--- config.mk ---
export PLATFORM = sky130hd
export DESIGN_NAME = eeprom_ctrl
export DESIGN_NICKNAME = d
export VERILOG_FILES = /design/src/rtl/eeprom_ctrl.sv
export SDC_FILE = /design/constraint.sdc
export NUM_CORES = 1
export LEC_CHECK = 0
export ABC_AREA = 1
export BUFFER_PORTS_ARGS = -buffer_cell sky130_fd_sc_hd__buf_2
export CAP_MARGIN = 20
export CORE_MARGIN = 2
export CORE_UTILIZATION = 49
export DETAILED_ROUTE_END_ITERATION = 12
export PLACE_DENSITY = 0.73
export SYNTH_ARGS = -nofsm -noshare
export SYNTH_HDL_FRONTEND = slang
export SYNTH_SLANG_ARGS = --single-unit
--- constraint.sdc ---
create_clock -name clk -period 3.5 [get_ports clk]
set_input_delay 0 -clock clk [delete_from_list [all_inputs] [get_ports clk]]
set_output_delay 0 -clock clk [all_outputs]
set_load 0.05 [all_outputs]
--- src/rtl/eeprom_ctrl.sv ---
// rtl/eeprom_ctrl.sv - AT28C64-style parallel EEPROM pin sequencer for a single-beat master
// Define EEPROM_DATA_POLL_EN to finish writes by DATA# polling instead of a fixed tWC wait.
module eeprom_ctrl #(
    parameter int ADDR_W       = 13,
    parameter int RD_CYCLES    = 3,
    parameter int WE_CYCLES    = 4,
    parameter int WRITE_CYCLES = 20000,
    parameter int CNT_W        = 16
) (
    input  logic              clk,
    input  logic              rst_n,
    input  logic              req_valid,
    output logic              req_ready,
    input  logic              req_we,
    input  logic [ADDR_W-1:0] req_addr,
    input  logic [7:0]        req_wdata,
    output logic              rsp_valid,
    output logic [7:0]        rsp_rdata,
    output logic              rsp_err,
    output logic [ADDR_W-1:0] ee_a,
    output logic              ee_ce_n,
    output logic              ee_oe_n,
    output logic              ee_we_n,
    output logic [7:0]        ee_d_o,
    output logic              ee_d_oe,
    input  logic [7:0]        ee_d_i
);

`ifdef EEPROM_DATA_POLL_EN
    typedef enum logic [3:0] {IDLE, RD, WR_SETUP, WR_PULSE, WR_HOLD, POLL_GAP, POLL_RD, RESP} state_t;
`else
    typedef enum logic [3:0] {IDLE, RD, WR_SETUP, WR_PULSE, WR_HOLD, WR_WAIT, RESP} state_t;
`endif

    localparam logic [CNT_W-1:0] RD_LAST = CNT_W'(RD_CYCLES - 1);
    localparam logic [CNT_W-1:0] WE_LAST = CNT_W'(WE_CYCLES - 1);
    localparam logic [CNT_W-1:0] WT_LAST = CNT_W'(WRITE_CYCLES - 1);
    localparam logic [CNT_W-1:0] WT_MAX  = CNT_W'(WRITE_CYCLES);

    state_t            state_q, state_d;
    logic [CNT_W-1:0]  ph_cnt;
    logic [CNT_W-1:0]  wt_cnt;
    logic [ADDR_W-1:0] addr_q;
    logic [7:0]        wdata_q;
    logic [7:0]        rdata_q;
    logic              err_q;
    logic              err_d;
    logic              in_wait;
    logic              timeout;

    assign timeout = (wt_cnt >= WT_LAST);

`ifdef EEPROM_DATA_POLL_EN
    logic poll_done;
    // DATA# polling: bit 7 reads back inverted until the internal write finishes
    assign poll_done = (ee_d_i[7] == wdata_q[7]);
    assign in_wait   = (state_q == POLL_GAP) || (state_q == POLL_RD);
`else
    assign in_wait   = (state_q == WR_WAIT);
`endif

    always_comb begin
        state_d = state_q;
        err_d   = 1'b0;
        case (state_q)
            IDLE:     if (req_valid) state_d = req_we ? WR_SETUP : RD;
            RD:       if (ph_cnt == RD_LAST) state_d = RESP;
            WR_SETUP: state_d = WR_PULSE;
            WR_PULSE: if (ph_cnt == WE_LAST) state_d = WR_HOLD;
`ifdef EEPROM_DATA_POLL_EN
            WR_HOLD:  state_d = POLL_GAP;
            POLL_GAP: begin
                if (timeout) begin
                    state_d = RESP;
                    err_d   = 1'b1;
                end else begin
                    state_d = POLL_RD;
                end
            end
            POLL_RD: begin
                if (ph_cnt == RD_LAST && poll_done) begin
                    state_d = RESP;
                end else if (timeout) begin
                    state_d = RESP;
                    err_d   = 1'b1;
                end else if (ph_cnt == RD_LAST) begin
                    state_d = POLL_GAP;
                end
            end
`else
            WR_HOLD:  state_d = WR_WAIT;
            WR_WAIT:  if (timeout) state_d = RESP;
`endif
            RESP:     state_d = IDLE;
            default:  state_d = IDLE;
        endcase
    end

    // Pins decode straight from the state register so an async reset releases them at once
    always_comb begin
        ee_ce_n = 1'b1;
        ee_oe_n = 1'b1;
        ee_we_n = 1'b1;
        ee_d_oe = 1'b0;
        case (state_q)
            RD: begin
                ee_ce_n = 1'b0;
                ee_oe_n = 1'b0;
            end
`ifdef EEPROM_DATA_POLL_EN
            POLL_RD: begin
                ee_ce_n = 1'b0;
                ee_oe_n = 1'b0;
            end
`endif
            WR_SETUP, WR_HOLD: begin
                ee_ce_n = 1'b0;
                ee_d_oe = 1'b1;
            end
            WR_PULSE: begin
                ee_ce_n = 1'b0;
                ee_we_n = 1'b0;
                ee_d_oe = 1'b1;
            end
            default: ;
        endcase
    end

    always_ff @(posedge clk or negedge rst_n) begin
        if (!rst_n) begin
            state_q <= IDLE;
            ph_cnt  <= '0;
            wt_cnt  <= '0;
            addr_q  <= '0;
            wdata_q <= '0;
            rdata_q <= '0;
            err_q   <= 1'b0;
        end else begin
            state_q <= state_d;
            if (state_q == IDLE && req_valid) begin
                addr_q  <= req_addr;
                wdata_q <= req_wdata;
            end
            if (state_d != state_q) ph_cnt <= '0;
            else                    ph_cnt <= ph_cnt + CNT_W'(1);
            if (state_q == WR_HOLD)                wt_cnt <= '0;
            else if (in_wait && wt_cnt != WT_MAX)  wt_cnt <= wt_cnt + CNT_W'(1);
            if (state_q == RD && state_d == RESP) rdata_q <= ee_d_i;
`ifdef EEPROM_DATA_POLL_EN
            if (state_q == POLL_RD && state_d == RESP && !err_d) rdata_q <= ee_d_i;
`endif
            if (state_d == RESP && state_q != RESP) err_q <= err_d;
        end
    end

    assign req_ready = (state_q == IDLE);
    assign rsp_valid = (state_q == RESP);
    assign rsp_rdata = rdata_q;
    assign rsp_err   = err_q;
    assign ee_a      = addr_q;
    assign ee_d_o    = wdata_q;

endmodule

# Word-level counts from Yosys, hierarchy flattened
# Index checks and enable logic that the tools add are counted.
[totals]
reg_bits = 65
word_cells = 40
[classes]
eq_ne = 11
addsub = 2
order_cmp = 1
muxes = 13
n_reduce_logical = 7
[op_table]
columns = ["cell", "n"]
rows = [
  ["16-bit two-way mux", 3],
  ["16-bit by 1-bit adder with 16-bit output (second input constant)", 2],
  ["16-bit by 2-bit == test with 1-bit output (second input constant)", 2],
  ["4-bit one-hot mux with 6 select lines", 1],
  ["4-bit by 3-bit == test with 1-bit output (second input constant)", 4],
  ["16-bit by 15-bit >= comparator with 1-bit output (second input constant)", 1],
  ["4-bit two-way mux", 4],
  ["16-bit by 15-bit != test with 1-bit output (second input constant)", 1],
  ["4-bit by 2-bit == test with 1-bit output (second input constant)", 2],
  ["4-bit by 1-bit == test with 1-bit output (second input constant)", 1],
  ["4-bit logical NOT", 1],
  ["1-bit two-way mux", 4],
  ["4-bit != test", 1],
  ["4-bit OR reduction", 1],
  ["1-bit logical AND", 3],
  ["3-bit OR reduction", 1],
  ["2-bit two-way mux", 1],
  ["2-bit nonzero test", 1],
]

# Longest topological paths before layout
# Gate-level depths: netlist (run 1).
[logic_depth]
word_depth = 5
ltp_mapped = 13
mapped_depth_nobuf = 12

# Worst setup path before layout (run 1)
# Ideal clock, no wire load.
[synth_timing]
path_kind = "reg-to-output"
startpoint = "reg state_q[3]"
endpoint = "out ee_ce_n"
t_arrival_ns = 2.319
t_required_ns = 3.500
stages_incl_launch_ff = 5
slack_ns = 1.181
cell_sequence = "dfrtp_1 inv_1 nand2_4 o21ai_0 nor2_1"
[synth_between]
elab_chain_len = 3
[synth_rtl]
columns = ["element", "line_no", "text"]
rows = [
  ["start, declared", "40", "state_t state_q, state_d;"],
  ["start signal, assigned", "139", "state_q <= state_d;"],
  ["4-bit by 3-bit == test with 1-bit output, or another cell as far along", "105", "case (state_q)"],
  ["4-bit OR reduction (no source line) (*)", "n/a", ""],
  ["1-bit two-way mux (*)", "105", ""],
  ["end, declared", "21", "output logic ee_ce_n,"],
]
# Every way passes the cells marked *; elsewhere a longest branch is shown, timed or not.

# Final worst setup path (run 1)
[layout_timing]
startpoint = "reg state_q[1]"
endpoint = "reg ph_cnt[2]"
[layout_between]
elab_chain_len = 4
[layout_rtl]
columns = ["element", "line_no", "text"]
rows = [
  ["4-bit by 3-bit == test with 1-bit output, or another cell as far along", "65", "case (state_q)"],
  ["4-bit one-hot mux with 6 select lines (*)", "65", ""],
  ["named net state_d[1]", "40", ""],
  ["4-bit != test (*)", "144", "if (state_d != state_q) ph_cnt <= '0;"],
  ["16-bit two-way mux (*)", "144", ""],
  ["end signal, assigned", "145", "else ph_cnt <= ph_cnt + CNT_W'(1);"],
  ["end, declared", "41", "logic [CNT_W-1:0] ph_cnt;"],
]
# Mark *: on every way through the listed nets, which the timed path passes. The rest lies on a longest branch.
# A chain may end at the register's enable or synchronous reset.

==> impl_metrics.tcl, run 1 <==
set metrics [dict create \
    outcome "finished clean" \
    die_x_um 89.0 \
    fillers 562 \
    r2r_slack_ps 1580 \
    wl_per_cell_um 13.6 \
    std_cell_rows 30 \
    grt_antenna_before_repair 0 \
    drive_above_1_share_pct 32.2 \
    fin_area_um2 4480 \
    io_buffers 67 \
    setup_tns_ps 0 \
    maxCapViolCount 0 \
    clk_latency_ps 340 \
    initial_core_util_pct 51.2 \
    ant_nets 0 \
    setup_viol 0 \
    syn-cell-area_um2 3540 \
    synth.yosys.seq_area_share_pct 46.0 \
    skew_ps 7.63 \
    irDropWorstVdd_uv 417 \
    maxSlewHeadroom_pct 42.9 \
    vias_per_cell 5.09 \
    drt-initial-drc-count 160 \
    cp_max_fo 16 \
    nets 517 \
    postPlaceCellArea_um2 3950 \
    cts_tree "built" \
    worst_pin_slew_ps 855 \
    clockBufferDepth 2 \
    yosysUniqueCellTypes 38 \
    rsz0062_at_grt "false" \
    place_hpwl_um 5150 \
    cts.sinks 65 \
    num_antenna_cells 0 \
    grt_max_degree 49 \
    endpoint_kind "flip-flop" \
    num_vias 2954 \
    first_pass_iters 4 \
    fin_crit_ps 1920 \
    syn_inst 377 \
    worstPathArrival_ps 2140 \
    post_cts_resized 0 \
    avgSynthCellArea_um2 9.39 \
    synth_warnings 0 \
    start_kind "flip-flop" \
    power_density_nw_per_um2 670 \
    worstPathRequired_ps 3710 \
    ys_ff_latch 65 \
    multiInputGateArea_um2 1700 \
    power_leakage_nw 2.05 \
    finalHoldViolations 0 \
    synth_ff_type "dfrtp_1" \
    grt_pass1_vias 2804 \
    cts_htree_levels 3 \
    grt_util_all_layers_pct 20.9 \
    slew_violations 0 \
    synth_edf_count 0 \
    die_h_um 89.0 \
    wl_um 7860 \
    min_path_type "in -> async" \
    core_area_um2 6910 \
    post-route-period-util_pct 54.9 \
    async_flop_share_pct 100 \
    grt-ovfl-total 0 \
    drc 0 \
    final_util_pct 64.9 \
    area_growth_pct 26.6 \
    gp_congestion 0.878 \
    total_power_mw 3.00 \
    cts_made_buffers 9 \
    dieArea_um2 7920 \
    seq_area_um2 1630 \
    grt_pass1_wl_um 12800 \
    fmax_mhz 520 \
    clock-root-buffer "clkbuf_8" \
    worst-setup-path-type "reg -> reg" \
    num_io_pins 69 \
    timing.hold.ws_ps 108 \
    path_clk_slew_ps 70 \
]
per-layer routing:
layer	track usage, %	vias to the layer above	part of all wire [%]	routed length (µm)
li1	-	1455	-	-
met1	25.4	1414	42	3310
met2	36.2	71	52	4090
met3	5.63	14	4.0	317
met4	7.06	0	1.8	140
met5	0	-	0	0
through the flow:
step / setup slack (ps) / instances
after floorplan: 1180 / 378
after global placement: 1620 / 534
after detailed placement: 1560 / 534
after CTS: 1550 / 579
after global routing: 1400 / 580
final: 1580 / 580
layout by cell type (no fill, tap or decap), drive strengths merged:
master	count
buf	69
ha	4
bufinv	2
nor4	7
a31oi	3
xnor2	2
inv	42
nor2	45
a21oi	4
dfrtp	65
nand2	75
o21ai	21
clkbuf	12
nand3	25
mux2	21
o21a	1
dlygate4sd3	30
nor3	11
xor2	16
clkinv	1
or2	2
nand4	18
nand3b	5
o31ai	1
conb	2
what timing repair did:
| item | in CTS | in global routing |
|---|---|---|
| setup buffers | 0 | 0 |
| hold buffers | 30 | 0 |
| hold endpoints to repair | 76 | 0 |
synthesized netlist by cell type (all sizes together) (4+ instances only):
cell    count  share of area, %
a21oi       4              0.99
buf         8               1.6
dfrtp      65                46
ha          4               1.4
inv        42               4.5
mux2       21               6.7
nand2      75               9.4
nand3      25               4.3
nand3b      5               1.1
nand4      18               3.6
nor2       45               8.7
nor3       11               1.7
nor4        7               1.2
o21ai      21               3.0
xor2       16               4.0
worst max-delay path: stages (launching register included):
cell	delay, ps
dfrtp_1	400
inv_4	150
nand2_2	110
nor2_4	180
nand3_2	250
nand2_2	140
inv_2	50
nand3_4	80
a21oi_4	60
nand2_4	290
nor2_1	80
cell type report:
class                      instances  area share (%)
multi-input combinational        263            37.9
sequential                        65            36.3
inverter                          42            3.58
clock buffer                      12            3.24
timing repair buffer              99            14.8
clock inverter                     3            1.45
tap                               96            2.68
registers in the layout (all words and copies together) (netlist names):
register / count
ee_d_o: 8
ee_a: 13
wt_cnt: 16
state_q: 4
rsp_rdata: 8
ph_cnt: 16
report_power, final:
part | total (mW) | internal [mW] | switching [mW]
registers | 1.03 | 0.927 | 0.103
clock network | 0.693 | 0.416 | 0.277
logic | 1.28 | 0.335 | 0.945
worst paths after layout:
kind / to / depth (start not counted) / from
setup / recovery: ph_cnt[2] / 10 / state_q[1]
hold / removal: wt_cnt[7] / 2 / rst_n
setup reg to reg: ph_cnt[2] / 10 / state_q[1]
hold reg to reg: rsp_rdata[7] / 2 / rsp_rdata[7]
max in group asynchronous: ee_a[7] / 3 / rst_n
min in group clk: state_q[0] / 6 / req_valid
logic make-up after synthesis:
group                      share of synthesized area (%)
and+or+nand+nor                                     30.3
xor gates and xnor gates                            4.46
DFF                                                 46.0
other                                              0.106
muxes                                               6.68
buffers and inverters                               6.12
adders and majority gates                           1.41
AOI/OAI and AO/OA                                   4.92
(Power assumes the default switching activity.)
==> run 2, diff against run 1 <==
==> constraint.sdc (replaced) <==
create_clock -name clk -period 2 [get_ports clk]
set_input_delay 0 -clock clk [delete_from_list [all_inputs] [get_ports clk]]
set_output_delay 0 -clock clk [all_outputs]
set_load 0.05 [all_outputs]
==> run 2 against run 1 <==
Net effect: sequential power increased by 76%; non-clock buffer count increased by 3; count of clock-buffer cells in the layout decreased by 1; register-to-register slack got worse by 1400 ps; design area increased by 0.50%; critical path type unchanged; highest routed layer unchanged.
==> impl_metrics.tcl, run 2 (same netlist as run 1, synthesis figures left out) <==
set metrics [dict create \
    dieArea_um2 7920 \
    num_antenna_cells 0 \
    initial_core_util_pct 51.2 \
    worstPathCellList "ha_4, nand2_4, nor2_8, nand2_4, nand2_1, nand2_1, nand2_1, nand2_1, nand3_4, a21oi_4, nand2_8, nor2_4" \
    std_cell_rows 30 \
    drt-initial-drc-count 120 \
    place_hpwl_um 5300 \
    dp_cells 537 \
    wl_per_cell_um 14.4 \
    drive_above_1_share_pct 33.9 \
    drc 0 \
    clockBufferDepth 2 \
    cts.sinks 65 \
    num_io_pins 69 \
    ant_nets 0 \
    wl_um 8380 \
    clock-root-buffer "clkbuf_8" \
    postPlaceCellArea_um2 3970 \
    gp_congestion 0.846 \
    start_kind "flip-flop" \
    fillers 581 \
    cts_made_buffers 9 \
    cts_tree "built" \
    power_density_nw_per_um2 1140 \
    worst_pin_slew_ps 785 \
    cp_max_fo 8 \
    finalHoldViolations 0 \
    slew_violations 0 \
    maxSlewHeadroom_pct 47.6 \
    grt_antenna_before_repair 0 \
    skew_ps 12.5 \
    power_leakage_nw 2.05 \
    timing.hold.ws_ps 104 \
    critPathBufInv 0 \
    critPathMaxStageDelay_ps 420 \
    cp_slowest_cell "dfrtp_1" \
    vias_per_cell 5.08 \
    grt_util_all_layers_pct 22.5 \
    worst-setup-path-type "reg -> reg" \
    setup_tns_ps 0 \
    worstPathRequired_ps 2280 \
    fmax_mhz 542 \
    maxCapViolCount 0 \
    grt_max_degree 66 \
    rsz0062_at_grt "false" \
    worstPathArrival_ps 2130 \
    num_vias 2962 \
    io_buffers 67 \
    irDropWorstVdd_uv 711 \
    die_x_um 89.0 \
    grt_pass1_wl_um 13600 \
    cts_htree_levels 3 \
    nets 521 \
    critical-path-top-delay-family "simple AND/OR/NAND/NOR gates" \
    first_pass_iters 6 \
    layout_common_cells "buf_2 (67), dfrtp_1 (65), nand2_1 (62), inv_1 (33), dlygate4sd3_1 (30)" \
    cp_common_cell "nand2_1" \
    fin_crit_ps 1850 \
    final_cells 583 \
    fin_area_um2 4500 \
    clk_latency_ps 350 \
    min_path_type "in -> reg" \
    outcome "finished clean" \
    area_growth_pct 27.2 \
    die_h_um 89.0 \
    path_clk_slew_ps 80 \
    final_common_cell "buf_2" \
    setup_viol 0 \
    endpoint_kind "flip-flop" \
    core_area_um2 6910 \
    post-route-period-util_pct 92.3 \
    grt-ovfl-total 0 \
    grt_pass1_vias 3048 \
]
[run 2: cell types whose count changed in the layout (fill, tap and decap cells not counted), moves of 2 or more]
cell | before | now
buf_4 | 1 | 5
ha_1 | 4 | 2
clkbuf_1 | 2 | 0
nand2_8 | 0 | 2
bufinv_16 | 2 | 0
[run 2: routing by layer]
layer	routed length, µm	GRT usage (%)
met3	295	6.09
met1	3410	25.9
met5	0	0
met4	150	7.73
met2	4520	40.4
[run 2: power breakdown]
part | switching [mW] | internal [mW]
sequential | 0.186 | 1.62
combinational | 1.70 | 0.609
clock | 0.500 | 0.499
[run 2: stage by stage]
stage                     utilization (%)  setup WS (ps)  power (mW)
after floorplan                         -            191        3.54
after global placement               57.5            177        3.96
after detailed placement             57.5           95.7        4.00
after CTS                            64.3           76.9        5.03
after global routing                 65.2           5.15        5.34
final                                65.2            154        5.11
[run 2: worst register-to-register path: cells and delay by family (launching register included)]
kind	cells	cell delay (ps)
and+or+nand+nor	10	830
DFF	1	420
AOI/OAI and AO/OA	1	310
adders and majority gates	1	200
[run 2: cell type report]
class | instances | area [µm²] | share of cell area, %
inverters | 42 | 160 | 3.56
flip-flops and latches | 65 | 1630 | 36.1
well taps | 96 | 120 | 2.67
clock buffers | 11 | 151 | 3.36
multi-input cells | 264 | 1750 | 38.9
clock inverters | 3 | 17.5 | 0.389
repair buffers | 102 | 673 | 15.0
[run 2: what timing repair did]
item                                    4_1_cts  5_1_grt
hold buffers                                 30        0
endpoints found under the setup margin        0       19
setup buffers                                 0        1
resized for setup                             0        8
endpoints found under the hold margin        94        0
[run 2: final timing paths]
path	startpoint	slack, ps	end	depth (start not counted)
max in group asynchronous	rst_n	1130	ph_cnt[6]	3
min in group asynchronous	rst_n	360	ee_d_o[5]	3
worst min register to register	rsp_rdata[2]	490	rsp_rdata[2]	2
worst max-delay path	wt_cnt[0]	150	ph_cnt[12]	12
worst max register to register	wt_cnt[0]	150	ph_cnt[12]	12
worst min-delay path	req_valid	100	state_q[0]	6
==> run 3, diff against run 2 <==
--- a/config.mk
+++ b/config.mk
@@ -8,10 +8,12 @@
 export ABC_AREA = 1
 export BUFFER_PORTS_ARGS = -buffer_cell sky130_fd_sc_hd__buf_2
 export CAP_MARGIN = 20
+export CELL_PAD_IN_SITES_DETAIL_PLACEMENT = 0
+export CELL_PAD_IN_SITES_GLOBAL_PLACEMENT = 1
 export CORE_MARGIN = 2
-export CORE_UTILIZATION = 49
+export CORE_UTILIZATION = 45
 export DETAILED_ROUTE_END_ITERATION = 12
-export PLACE_DENSITY = 0.73
+export PLACE_DENSITY = 0.86
 export SYNTH_ARGS = -nofsm -noshare
 export SYNTH_HDL_FRONTEND = slang
 export SYNTH_SLANG_ARGS = --single-unit
==> constraint.sdc (replaced) <==
create_clock -name clk -period 2.3 [get_ports clk]
set_input_delay 0 -clock clk [delete_from_list [all_inputs] [get_ports clk]]
set_output_delay 0 -clock clk [all_outputs]
set_load 0.05 [all_outputs]
==> run 3 against run 2 <==
Net effect: largest cell class unchanged; sequential share of layout area is 0.060 points higher; fmax fell by 4.0%; die area grew 8.5%; final cell count rose by 0.86%; global-route usage decreased by 2.4 points.
==> impl_metrics.tcl, run 3 (same netlist as run 1, synthesis figures left out) <==
set metrics [dict create \
    final_common_cell "buf_2" \
    skew_ps 8.53 \
    worstPathRequired_ps 2570 \
    area_growth_pct 27.0 \
    cp_slowest_cell "dfrtp_1" \
    place_hpwl_um 5400 \
    fin_crit_ps 1920 \
    drive_above_1_share_pct 32.7 \
    cts_setup_buffers 0 \
    power_density_nw_per_um2 1010 \
    worstPathCellList "ha_1, nand2_2, nor2_8, nand2_4, nand2_1, nand2_1, nand2_1, nand2_1, nand3_4, a21oi_4, nand2_4, nor2_1" \
    slew_violations 0 \
    cts_htree_levels 3 \
    finalHoldViolations 0 \
    rsz0062_at_grt "false" \
    cts_made_buffers 9 \
    dieArea_um2 8590 \
    nets 518 \
    worst-setup-path-type "reg -> reg" \
    die_x_um 92.7 \
    first_pass_iters 4 \
    grt_util_all_layers_pct 20.1 \
    timing.hold.ws_ps 126 \
    start_kind "flip-flop" \
    die_h_um 92.7 \
    path_clk_slew_ps 70 \
    min_path_type "in -> reg" \
    r2r_start "wt_cnt[0]" \
    initial_core_util_pct 46.0 \
    grt_max_degree 66 \
    post-route-period-util_pct 83.6 \
    cts.sinks 65 \
    endpoint_kind "flip-flop" \
    clock-root-buffer "clkbuf_8" \
    layout_common_cells "buf_2 (67), dfrtp_1 (65), nand2_1 (63), inv_1 (33), dlygate4sd3_1 (30)" \
    outcome "finished clean" \
    ant_nets 0 \
    critPathBufInv 0 \
    setup_viol 0 \
    wl_um 8060 \
    num_io_pins 69 \
    grt_antenna_before_repair 0 \
    cts_hold_buf 30 \
    wl_per_cell_um 13.7 \
    io_buffers 67 \
    whs_path_depth 6 \
    clockBufferDepth 2 \
    irDropWorstVdd_uv 594 \
    cp_common_cell "nand2_1" \
    critical-path-top-delay-family "simple AND/OR/NAND/NOR gates" \
    num_vias 2951 \
    min_to "state_q[0]" \
    core_area_um2 7690 \
    num_antenna_cells 0 \
    drt-initial-drc-count 146 \
    hold_start "req_valid" \
    cts_tree "built" \
    gp_congestion 0.842 \
    worstPathArrival_ps 2190 \
    clk_latency_ps 350 \
    critPathMaxStageDelay_ps 400 \
    reg2regPathDepth 12 \
    post_cts_resized 0 \
    power_leakage_nw 2.05 \
    cp_max_fo 16 \
    maxCapViolCount 0 \
    grt_pass1_wl_um 13700 \
    drc 0 \
    fmax_mhz 520 \
    grt-ovfl-total 0 \
    r2r_slack_ps 380 \
    std_cell_rows 32 \
    rr_endpoint "ph_cnt[15]" \
    setup_tns_ps 0 \
    grt_pass1_vias 2999 \
    vias_per_cell 5.02 \
]
## run 3: through the flow
step	power (mW)	setup slack [ps]	std cells	instance area, µm²	util (%)
floorplan	3.08	491	378	3540	-
global placement	3.45	437	542	3980	51.8
detailed placement	3.49	366	542	3980	51.8
CTS	4.58	361	588	4490	58.5
global route	4.77	162	588	4490	58.5
finish	4.55	377	588	4490	58.5
## run 3: worst max-delay path by stage
stage / startpoint / to / slack (ps) / depth (start not counted)
6_report: wt_cnt[0] / ph_cnt[15] / 380 / 12
5_1_grt: ph_cnt[0] / ph_cnt[2] / 160 / 10
4_1_cts: wt_cnt[0] / ph_cnt[15] / 360 / 12
3_5_place_dp: wt_cnt[0] / ph_cnt[2] / 370 / 12
3_3_place_gp: wt_cnt[0] / ph_cnt[0] / 440 / 12
2_1_floorplan: state_q[3] / ee_ce_n / 490 / 4
## run 3: layer usage
metal | track usage, % | vias to the layer above | wire length [µm]
met3 | 3.99 | 19 | 236
met5 | 0 | - | 0
met4 | 8.82 | 0 | 209
met2 | 35.2 | 53 | 4250
met1 | 24.1 | 1428 | 3360
li1 | - | 1451 | -
## run 3: area by class of cell
type                    count  area, µm²
clock inverters             6       82.6
clock buffers              10        128
repair buffers            100        671
well taps                 102        128
multi-input cells         263       1700
flip-flops and latches     65       1630
fillers                   685       3190
inverters                  42        160
## run 3: power breakdown
part           switching (mW)  internal, mW  leakage [nW]
Combinational            1.44         0.511          1.12
Clock                   0.437         0.604         0.106
Sequential              0.152          1.41         0.826
## run 3: tightest hold or removal path: cells and delay by family
| kind | cells | cell delay [ps] |
|---|---|---|
| simple gates | 3 | 170 |
| compound gates | 2 | 150 |
| buf+inv | 1 | 100 |
